File: src/rtl/period_meter.sv
`default_nettype none
// +----------------------------------------------------------------------------+
// | Module      : period_meter                                                 |
// | Description : Measures the period of a slow asynchronous square wave in    |
// |               CLK100MHZ cycles, between successive rising edges. Each      |
// |               result is offered on a valid/ready handshake. A timeout flag |
// |               is raised when the input stops toggling.                     |
// | Revision    : 1.0 - initial release                                        |
// +----------------------------------------------------------------------------+
// | Parameters                                                                 |
// |   CNT_W        width of the period counter and PERIOD / HIGH_TIME          |
// |   TIMEOUT_CYC  cycles without a rising edge before TIMEOUT (2..2^CNT_W-1)  |
// |   SYNC_STAGES  synchroniser depth on SIG_IN (>= 2)                         |
// | Ports                                                                      |
// |   CLK100MHZ    in   system clock, rising edge                              |
// |   RESETN       in   asynchronous active-low reset                          |
// |   SIG_IN       in   measured signal, asynchronous                          |
// |   PERIOD       out  last captured period, in cycles                        |
// |   HIGH_TIME    out  high cycles within the captured period                 |
// |   PERIOD_VALID out  PERIOD / HIGH_TIME hold an unaccepted result           |
// |   PERIOD_READY in   consumer accepts when high together with PERIOD_VALID  |
// |   OVERRUN      out  current result overwrote an unaccepted one             |
// |   TIMEOUT      out  no rising edge for TIMEOUT_CYC cycles, re-arming       |
// | Build option                                                               |
// |   PERIOD_DUTY_EN  defined: HIGH_TIME measured; undefined: HIGH_TIME = 0    |
// +----------------------------------------------------------------------------+

module period_meter #(
  parameter int CNT_W       = 32,
  parameter int TIMEOUT_CYC = 200_000_000,
  parameter int SYNC_STAGES = 2
) (
  input  logic             CLK100MHZ,
  input  logic             RESETN,
  input  logic             SIG_IN,
  output logic [CNT_W-1:0] PERIOD,
  output logic [CNT_W-1:0] HIGH_TIME,
  output logic             PERIOD_VALID,
  input  logic             PERIOD_READY,
  output logic             OVERRUN,
  output logic             TIMEOUT
);

  localparam logic [CNT_W-1:0] c_TO_LAST    = CNT_W'(TIMEOUT_CYC - 1);
  localparam logic [0:0]       c_ST_IDLE    = 1'b0;
  localparam logic [0:0]       c_ST_MEASURE = 1'b1;

  // --------------------------------------------------------------------------
  // Input synchroniser and rising-edge detector
  // --------------------------------------------------------------------------
  logic [SYNC_STAGES-1:0] sync_q;
  logic                   level_dly_q;
  logic                   w_sync;
  logic                   w_rise;

  always_ff @(posedge CLK100MHZ or negedge RESETN) begin
    if (!RESETN) begin
      sync_q      <= '0;
      level_dly_q <= 1'b0;
    end else begin
      sync_q      <= {sync_q[SYNC_STAGES-2:0], SIG_IN};
      level_dly_q <= sync_q[SYNC_STAGES-1];
    end
  end

  assign w_sync = sync_q[SYNC_STAGES-1];
  assign w_rise = w_sync & ~level_dly_q;

  // --------------------------------------------------------------------------
  // Control FSM
  // --------------------------------------------------------------------------
  logic [0:0]       state_q, state_d;
  logic [CNT_W-1:0] cnt_q, cnt_d;
  logic             w_cnt_at_to;
  logic             w_arm;
  logic             w_capture;
  logic             w_timeout;
  logic             w_count;

  assign w_cnt_at_to = (cnt_q == c_TO_LAST);

  always_ff @(posedge CLK100MHZ or negedge RESETN) begin
    if (!RESETN) begin
      state_q <= c_ST_IDLE;
    end else begin
      state_q <= state_d;
    end
  end

  always_comb begin
    state_d = state_q;
    case (state_q)
      c_ST_IDLE:    if (w_rise) state_d = c_ST_MEASURE;
      c_ST_MEASURE: if (!w_rise && w_cnt_at_to) state_d = c_ST_IDLE;
      default:      state_d = c_ST_IDLE;
    endcase
  end

  // A rising edge always wins over the timeout in the same cycle.
  always_comb begin
    w_arm     = 1'b0;
    w_capture = 1'b0;
    w_timeout = 1'b0;
    w_count   = 1'b0;
    case (state_q)
      c_ST_IDLE: begin
        w_arm = w_rise;
      end
      c_ST_MEASURE: begin
        w_capture = w_rise;
        w_timeout = !w_rise && w_cnt_at_to;
        w_count   = !w_rise && !w_cnt_at_to;
      end
      default: begin
        w_arm = 1'b0;
      end
    endcase
  end

  // --------------------------------------------------------------------------
  // Datapath and handshake
  // --------------------------------------------------------------------------
  logic [CNT_W-1:0] period_q, period_d;
  logic             valid_q, valid_d;
  logic             ovr_q, ovr_d;
  logic             timeout_q, timeout_d;
  logic             w_accept;

  assign w_accept = valid_q & PERIOD_READY;

  always_comb begin
    // cnt stays at 0 in IDLE and restarts from 0 on every edge or timeout.
    cnt_d     = w_count ? cnt_q + 1'b1 : '0;
    period_d  = period_q;
    valid_d   = valid_q;
    ovr_d     = ovr_q;
    timeout_d = timeout_q;

    if (w_capture) begin
      period_d = cnt_q + 1'b1;
      valid_d  = 1'b1;
      // Overrun only if the previous result is dropped without being taken.
      ovr_d    = valid_q & ~w_accept;
    end else if (w_accept) begin
      valid_d = 1'b0;
      ovr_d   = 1'b0;
    end

    if (w_timeout) begin
      timeout_d = 1'b1;
    end else if (w_arm) begin
      timeout_d = 1'b0;
    end
  end

  always_ff @(posedge CLK100MHZ or negedge RESETN) begin
    if (!RESETN) begin
      cnt_q     <= '0;
      period_q  <= '0;
      valid_q   <= 1'b0;
      ovr_q     <= 1'b0;
      timeout_q <= 1'b0;
    end else begin
      cnt_q     <= cnt_d;
      period_q  <= period_d;
      valid_q   <= valid_d;
      ovr_q     <= ovr_d;
      timeout_q <= timeout_d;
    end
  end

  assign PERIOD       = period_q;
  assign PERIOD_VALID = valid_q;
  assign OVERRUN      = ovr_q;
  assign TIMEOUT      = timeout_q;

  // --------------------------------------------------------------------------
  // Optional high-time measurement
  // --------------------------------------------------------------------------
`ifdef PERIOD_DUTY_EN
  logic [CNT_W-1:0] hcnt_q, hcnt_d;
  logic [CNT_W-1:0] high_q, high_d;

  // hcnt skips the opening edge cycle but includes the closing one; both are
  // high by construction, so the total equals the high cycles in the window.
  always_comb begin
    hcnt_d = w_count ? hcnt_q + CNT_W'(w_sync) : '0;
    high_d = w_capture ? hcnt_q + CNT_W'(w_sync) : high_q;
  end

  always_ff @(posedge CLK100MHZ or negedge RESETN) begin
    if (!RESETN) begin
      hcnt_q <= '0;
      high_q <= '0;
    end else begin
      hcnt_q <= hcnt_d;
      high_q <= high_d;
    end
  end

  assign HIGH_TIME = high_q;
`else
  assign HIGH_TIME = '0;
`endif

endmodule

`default_nettype wire

File: config.mk
export PLATFORM = sky130hd
export DESIGN_NAME = period_meter
export DESIGN_NICKNAME = d
export VERILOG_FILES = /design/src/rtl/period_meter.sv
export SDC_FILE = /design/constraint.sdc
export NUM_CORES = 1
export LEC_CHECK = 0
export BUFFER_PORTS_ARGS = -buffer_cell sky130_fd_sc_hd__buf_4
export CAP_MARGIN = 5
export CORE_MARGIN = 10
export CORE_UTILIZATION = 54
export DETAILED_ROUTE_END_ITERATION = 7
export PLACE_DENSITY = 0.79
export RECOVER_POWER = 100
export SLEW_MARGIN = 10
export SYNTH_ARGS = -nofsm -noshare
export SYNTH_HDL_FRONTEND = slang
export SYNTH_SLANG_ARGS = --single-unit
File: constraint.sdc
create_clock -name CLK100MHZ -period 2.3 [get_ports CLK100MHZ]
set_clock_uncertainty 0.05 [all_clocks]
set_input_delay 0.23 -clock CLK100MHZ [delete_from_list [all_inputs] [get_ports CLK100MHZ]]
set_output_delay 0.23 -clock CLK100MHZ [all_outputs]
set_load 0.005 [all_outputs]
Word-level counts from Yosys, hierarchy flattened
Index checks and enable logic that the tools add are counted.

Bitwise gates (word level): 6. Reduce and logical (&&, ||, !) cells: 6. Equality and inequality tests: 1. Add/sub/neg operators: 1. Multiplexer cells: 13.

Operators by type and width (count): 32-bit by 1-bit adder with 32-bit output, second input constant (1); 32-bit by 28-bit == test with 1-bit output, second input constant (1); 32-bit 2-to-1 mux (1); 1-bit 2-to-1 mux (11); 2-bit nonzero test (2); 1-bit bitwise AND (3); 1-bit NOT (3); 1-bit logical AND (2); 1-bit logical NOT (2); 1-bit case mux with 2 select lines (1).

Register bits: 71. Output and inout bits: 67. Word-level logic and storage cells: 35. Input port bits: 4.

Logic depth before layout (Yosys ltp)
Gate-level depths: netlist of the first run.

Word-level depth: 6. Mapped depth: 7. Depth with buffers taken out: 6.

Least setup slack after synthesis of the first run
OpenSTA, ideal clock, no wires.

Path type: register -> register. Start: register cnt_q[12]. End: register cnt_q[27]. Data arrival time: 1725 ps. Library setup time: 121 ps. Clock period less this slack: 1896 ps. Stages on the path, launching flop included: 7. Slack: 404 ps. Buffers on the path: 1. Required time: 2129 ps. Cell sequence: dfrtp_1 -> or4b_1 -> nor4_2 -> nand3_2 -> nand3_2 -> buf_6 -> nor2_1.

Cells in the longest elaborated chain, start to end: 5. Elaborated cells between the ends (all ways): 6. Those cells by class: add/sub (1); eq/ne (1); mux (2); reduce/logical (2).

RTL lines: start: declaration (RTL line 73) `logic [CNT_W-1:0] cnt_q, cnt_d;`; start signal: assignment (RTL line 164) `cnt_q <= cnt_d;`; branches (longest 4 deep; another with 32-bit by 1-bit adder with 32-bit output); 32-bit 2-to-1 mux * (RTL line 133) `cnt_d = w_count ? cnt_q + 1'b1 : '0;`; via cnt_d[27] (RTL line 73).

Mark *: on every way through the listed nets, which the timed path passes. A chain may end at the register's enable or synchronous reset.

Worst setup path after layout of the first run
Start: register cnt_q[12]. End: register cnt_q[3].

Cells in the longest elaborated chain, start to end: 5.

RTL lines: 32-bit by 28-bit == test with 1-bit output (RTL line 80) `assign w_cnt_at_to = (cnt_q == c_TO_LAST);`; 1-bit logical NOT (RTL line 112) `w_count = !w_rise && !w_cnt_at_to;`; 1-bit logical AND (RTL line 112); 1-bit 2-to-1 mux (RTL line 105) `case (state_q)`; 32-bit 2-to-1 mux (RTL line 133); via cnt_d[3] (RTL line 73).

The timed path passes the listed nets, and every way through them passes these cells.

==> flow_summary.json, run 1 <==
{
  "grt_max_degree": 72,
  "dp_hpwl_um": 4770,
  "rr_worst_depth": 6,
  "port_buffers": 38,
  "synth_compound_area_share_pct": 5.73,
  "hold_class": "input pin to register",
  "vias": 2268,
  "cts_setup_buffers": 0,
  "cp-end-kind": "register",
  "min_to": "OVERRUN",
  "hp-start": "PERIOD_READY",
  "cp_slowest_stage_delay_ps": 560,
  "synthesis.area_um2": 3230,
  "fillCellCount": 507,
  "synth_seq_area_share_pct": 55.0,
  "timing.critical_path.buf_inv": 1,
  "p_leak_uw": 0.00175,
  "finalPower_uw": 2460,
  "synthXorXnorAreaFrac_pct": 7.86,
  "nNetsFinal": 376,
  "yosys.cell_types.count": 36,
  "grt_pass1_wl_um": 10800,
  "viasPerCell": 5.06,
  "synth_fa_ha_area_share_pct": 0.387,
  "synthMuxAreaShare_pct": 0.310,
  "syn_to_final_growth_pct": 12.3,
  "cts_tree": "done",
  "drtIter0Drc": 106,
  "synthCells": 325,
  "hold_violations": 0,
  "root_buffer": "clkbuf_8",
  "ant_nets": 0,
  "period_share_pct": 91.5,
  "dieHeight_um": 97.4,
  "cp_max_fo": 11,
  "htreeDepth": 3,
  "cts.clk_slew.worst_paths_ps": 70,
  "fmax_ghz": 0.475,
  "reg2reg_to": "cnt_q[3]",
  "boundaryPins": 71,
  "gr-total-overflow": 0,
  "irDropWorstVdd_mv": 0.453,
  "cp_top_family": "simple AND/OR/NAND/NOR gates",
  "final_core_util_pct": 62.0,
  "failed_checks": "max-capacitance violations, max-slew violations",
  "ys_ff_latch": 71,
  "setup_viol": 0,
  "cts-resized-gates": 0,
  "cts_hold_buf": 2,
  "layout_min_cycle_time_ps": 2100,
  "dr.pass1.iters": 5,
  "critPathKind": "register to register",
  "crit_path_start": "cnt_q[12]",
  "synth_area_per_cell_um2": 9.94,
  "p_per_area_nw_per_um2": 677,
  "die-area_um2": 9480,
  "die_w_um": 97.4,
  "clock_sinks": 71,
  "gp_congestion": 0.797,
  "reg2reg_from": "cnt_q[12]",
  "worstPathArrival_ps": 2260,
  "synth_warnings": 0,
  "cp.required_ps": 2460,
  "outcome": "complete, but fails checks",
  "grtUsageTotal_pct": 13.4,
  "numCtsBuffers": 9,
  "drc": 0,
  "cpMaxStageDelayCell": "or4b_1",
  "core_area_um2": 5850,
  "slew_headroom_pct": -1.35,
  "worst_pin_slew_ps": 1520,
  "wl_um": 6360,
  "cp_common_cell": "nand3_2",
  "min_delay_path_depth": 2,
  "yosys.area_share.simple_pct": 21.2,
  "startpoint_type": "register",
  "initial_utilization_pct": 55.2,
  "maxCapViolCount": 1,
  "layout-drive-gt1-share_pct": 14.7,
  "clk_latency_ps": 330,
  "setup-tns-final_ps": 0,
  "reg2reg_slack_ps": 200,
  "crit_path_cell_trace": "or4b_1 > nor4_2 > nand3_2 > nand3_2 > clkbuf_2 > nor2_1",
  "clock_path_buffers": 2,
  "wl_per_cell_um": 14.2,
  "report.final.slew_viol_count": 72,
  "rows": 28,
  "rsz0062_at_grt": "no",
  "synth_top_family_by_area": "simple AND/OR/NAND/NOR gates",
  "first_global_vias": 2331,
  "antenna_cells": 0,
  "grt_antenna_before_repair": 0
}
metrics by stage:
| step | hold slack [ps] | cells | setup slack (ps) | instance area, um2 |
|---|---|---|---|---|
| finish | 24.4 | 448 | 196 | 3630 |
| global route | 13.3 | 448 | 75.1 | 3630 |
| CTS | 5.85 | 448 | 261 | 3670 |
| detailed placement | 293 | 433 | 270 | 3480 |
| global placement | 289 | 433 | 358 | 3480 |
| floorplan | -116 | 356 | 404 | 3350 |
sequential cells by signal, indices dropped and copies added (netlist names):
name / count
level_dly_q: 1
sync_q: 2
PERIOD: 32
cnt_q: 32
PERIOD_VALID: 1
OVERRUN: 1
state_q: 1
TIMEOUT: 1
layout make-up:
class,count,area (um2),area share (%)
inverters,3,11.3,0.310
clock buffers,12,165,4.55
clock inverters,1,5.00,0.138
multi-input cells,240,1260,34.7
repair buffers,46,317,8.72
well taps,75,93.8,2.59
flip-flops and latches,71,1780,48.9
logic make-up (layout without fill, tap and decap cells):
logic type / Yosys count / in the layout
other: 1 / 32
flip-flops: 71 / 71
adder cells (fa/ha/maj): 1 / 1
AO/OA/AOI/OAI: 37 / 37
multiplexers: 1 / 1
AND/OR/NAND/NOR: 140 / 140
buffers and inverters: 45 / 62
XOR/XNOR: 29 / 29
layout by cell type (no fill, tap or decap), types with 4 or more instances in the layout:
cell	netlist	routed
nor2_1	42	42
clkbuf_1	7	7
and3_1	4	4
nand2_1	45	45
o21ai_0	33	34
nand4_1	11	11
clkbuf_4	0	29
dfrtp_1	71	71
conb_1	1	32
clkbuf_8	0	12
buf_4	32	5
xnor2_1	8	8
xor2_1	21	21
nand3_1	17	17
how the worst max path moves through the flow:
stage               cells past startpoint   endpoint
CTS                                     6  cnt_q[25]
global route                            6   cnt_q[7]
finish                                  6   cnt_q[3]
detailed placement                      6  cnt_q[25]
global placement                        6  cnt_q[11]
floorplan                               6  cnt_q[27]
cell usage after synthesis:
master    instances  area [um2]
nor3b_1           1        7.51
and4_1            1        8.76
nor2_1           42         158
nor4_4            1        21.3
and3_1            4        25.0
nand3_1          17        85.1
or4bb_1           1        11.3
conb_1            1        3.75
nand3b_1          2        15.0
ha_1              1        12.5
nand2_1          45         169
buf_6             2        22.5
or3_1             2        12.5
xor2_1           21         184
and2_1            1        6.26
nor3_1            2        10.0
dfrtp_1          71        1780
nor2b_1           1        6.26
clkbuf_2          1        5.00
xnor2_1           8        70.1
o21ai_1           1        5.00
a21oi_1           3        15.0
or4_1             1        7.51
and3_2            1        7.51
mux2i_1           1        10.0
nand2b_1          1        6.26
nand3_2           2        20.0
or4b_1            1        10.0
nor4_1            1        6.26
nor4_2            1        12.5
inv_1             3        11.3
o21ai_0          33         165
buf_4            32         240
nand4_1          11        68.8
clkbuf_1          7        26.3
nor3_2            1        10.0
layer usage:
| layer | vias to the layer above | global-route usage, % | share of wire [%] |
|---|---|---|---|
| li1 | 1112 | - | - |
| met1 | 1103 | 15.0 | 42 |
| met2 | 53 | 22.9 | 51 |
| met3 | 0 | 5.33 | 7.0 |
| met4 | 0 | 3.69 | 0 |
| met5 | - | 0 | 0 |
power breakdown:
group	internal (uW)	leakage [uW]	switching, uW
combinational	86.5	0.000694	129
sequential	1310	0.000966	53.5
clock	461	0.0000902	414
total	1860	0.00175	596
No activity file was read; power rests on OpenSTA's default activity.
==> inputs of run 2 (changes only) <==
--- a/config.mk
+++ b/config.mk
@@ -5,10 +5,11 @@
 export SDC_FILE = /design/constraint.sdc
 export NUM_CORES = 1
 export LEC_CHECK = 0
+export ABC_AREA = 1
 export BUFFER_PORTS_ARGS = -buffer_cell sky130_fd_sc_hd__buf_4
 export CAP_MARGIN = 5
 export CORE_MARGIN = 10
-export CORE_UTILIZATION = 54
+export CORE_UTILIZATION = 55
 export DETAILED_ROUTE_END_ITERATION = 7
 export PLACE_DENSITY = 0.79
 export RECOVER_POWER = 100
==> run 2 against run 1 <==
Register-to-register slack gained 90 ps. The run now ends clean. Clock power up 29%. Fmax is 4.7% higher. Critical path type unchanged.
==> flow_summary.json, run 2 <==
{
  "outcome": "finished, final reports clean",
  "layout-drive-gt1-share_pct": 11.0,
  "slew_headroom_pct": 43.1,
  "hold_class": "input pin to register",
  "cp_common_cell": "nand2_1",
  "synthesis.area_um2": 3730,
  "placed_cells": 605,
  "die_w_um": 102,
  "rsz0062_at_grt": "no",
  "fmax_ghz": 0.498,
  "final_area_um2": 4170,
  "cp_max_fo": 12,
  "post_dp_cell_area_um2": 3960,
  "holdWs_ps": 84.4,
  "netlist.area_leader.share_pct": 47.6,
  "synthCells": 498,
  "ys_ff_latch": 71,
  "setup-tns-final_ps": 0,
  "htreeDepth": 3,
  "cts-resized-gates": 0,
  "cp-end-kind": "register",
  "wl_per_cell_um": 13.1,
  "synth_ff_type": "dfrtp_1",
  "maxCapViolCount": 0,
  "yosys.cell_count.top_type": "nand2_1",
  "crit_path_cell_trace": "ha_1 > inv_1 > nor2_4 > nand2_1 > nor2_2 > nand2_1 > nand3_2 > buf_4 > nor2_1",
  "synth_area_per_cell_um2": 7.50,
  "nNetsFinal": 546,
  "p_per_area_nw_per_um2": 657,
  "wl_um": 8180,
  "viasPerCell": 4.69,
  "cp_slowest_stage_delay_ps": 420,
  "irDropWorstVdd_mv": 0.482,
  "initial_utilization_pct": 57.8,
  "critPathKind": "register to register",
  "final_common_cell": "nand2_1",
  "clk_latency_ps": 350,
  "gr-total-overflow": 0,
  "fillCellCount": 581,
  "drc": 0,
  "report.final.slew_viol_count": 0,
  "synth_warnings": 0,
  "root_buffer": "clkbuf_8",
  "layout_min_cycle_time_ps": 2010,
  "yosys.cell_types.count": 21,
  "grt_max_degree": 72,
  "clock_sinks": 71,
  "core_area_um2": 6460,
  "dr.pass1.iters": 4,
  "synth_common_cells": "nand2_1, nor2_1, dfrtp_1, inv_1, buf_4",
  "port_buffers": 38,
  "final_cells": 623,
  "synth_area_leaders": "dfrtp_1, nand2_1, nor2_1",
  "p_leak_uw": 0.00206,
  "dp_hpwl_um": 6220,
  "first_global_vias": 2936,
  "cts_tree": "done",
  "vias": 2919,
  "async_flop_share_pct": 100,
  "gp_congestion": 0.942,
  "setup_viol": 0,
  "numCtsBuffers": 9,
  "grtUsageTotal_pct": 16.8,
  "synth_edf_count": 0,
  "startpoint_type": "register",
  "cts.clk_slew.worst_paths_ps": 80,
  "antenna_cells": 0,
  "synth_seq_area_share_pct": 47.6,
  "cpMaxStageDelayCell": "dfrtp_1",
  "ant_nets": 0,
  "hold_violations": 0,
  "cp.required_ps": 2480,
  "worstPathArrival_ps": 2190,
  "grt_pass1_wl_um": 13700,
  "clock_path_buffers": 2,
  "rows": 29,
  "final_cell_mix": "nand2_1, nor2_1, dfrtp_1",
  "grt_antenna_before_repair": 0,
  "final_core_util_pct": 64.5,
  "die-area_um2": 10500,
  "dieHeight_um": 102,
  "yosys.area.top_type": "dfrtp_1",
  "syn_to_final_growth_pct": 11.6,
  "boundaryPins": 71,
  "worst_pin_slew_ps": 854,
  "drtIter0Drc": 91,
  "period_share_pct": 87.4
}
==> run 2: cell types whose count changed in the layout (fill, tap and decap cells not counted), sizes merged, moves of 3 or more <==
cell   before  now
nand2      45  184
xor2       21   13
xnor2       8    4
inv         3   51
o21ai      34   16
a21oi       3    0
nand4      11    2
and3        5    0
nor2       42   90
nor4        3    0
==> run 2: kinds of logic (layout without fill, tap and decap cells) <==
kind of cell               count (synthesis)  after routing  synth area share, %
xor gates and xnor gates                  17             17                 3.99
adders and majority gates                  1              1                0.335
AOI/OAI and AO/OA                         17             17                 2.35
and+or+nand+nor                          298            298                 32.5
DFF                                       71             71                 47.6
other                                      1             32                0.100
buffers and inverters                     93            110                 13.2
==> run 2: path summary, 6_finish.rpt <==
kind / from / end / slack [ps] / cells past startpoint
setup / recovery: cnt_q[0] / cnt_q[10] / 290 / 9
hold / removal: PERIOD_READY / PERIOD_VALID / 80 / 4
setup reg to reg: cnt_q[0] / cnt_q[10] / 290 / 9
hold reg to reg: sync_q[0] / sync_q[1] / 300 / 0
max in group asynchronous: RESETN / cnt_q[10] / 1160 / 2
min in group asynchronous: RESETN / PERIOD[1] / 470 / 2
==> run 2: metal layers <==
layer,wire [um],share of wire [%],GRT usage (%),vias up
li1,-,-,-,1515
met1,3760,46,20.9,1305
met2,3600,44,26.0,79
met3,564,6.9,4.93,20
met4,249,3.0,8.35,0
met5,0,0,0,-
==> run 2: worst max-delay path: cells and delay by family, from the launching register on <==
| family | cells | cell delay (ps) |
|---|---|---|
| buf+inv | 2 | 320 |
| simple gates | 6 | 870 |
| fa+ha+maj | 1 | 220 |
| flops | 1 | 420 |
==> run 2: per-stage QoR <==
stage | setup slack [ps] | power [uW]
floorplan | 754 | 1560
global placement | 487 | 1620
detailed placement | 379 | 1640
CTS | 324 | 2770
global route | 98.1 | 2860
finish | 291 | 2740
==> run 2: layout make-up <==
type	count	area [um2]	area share (%)
inverter	51	191	4.59
clock buffer	11	151	3.63
multi-input combinational	365	1570	37.7
clock inverter	5	80.1	1.92
sequential	71	1780	42.6
timing repair buffer	43	299	7.18
tap	77	96.3	2.31
==> run 2: report_power, final <==
group	switching (uW)	leakage [uW]	total (uW)	internal, uW
registers	48.6	0.000968	1360	1310
clock network	465	0.000112	1130	667
logic	153	0.000976	244	92.0
==> run 2: what timing repair did <==
action,4_1_cts,5_1_grt
buffers inserted,0,0
hold buffers,2,0
endpoints found under the hold margin,72,0
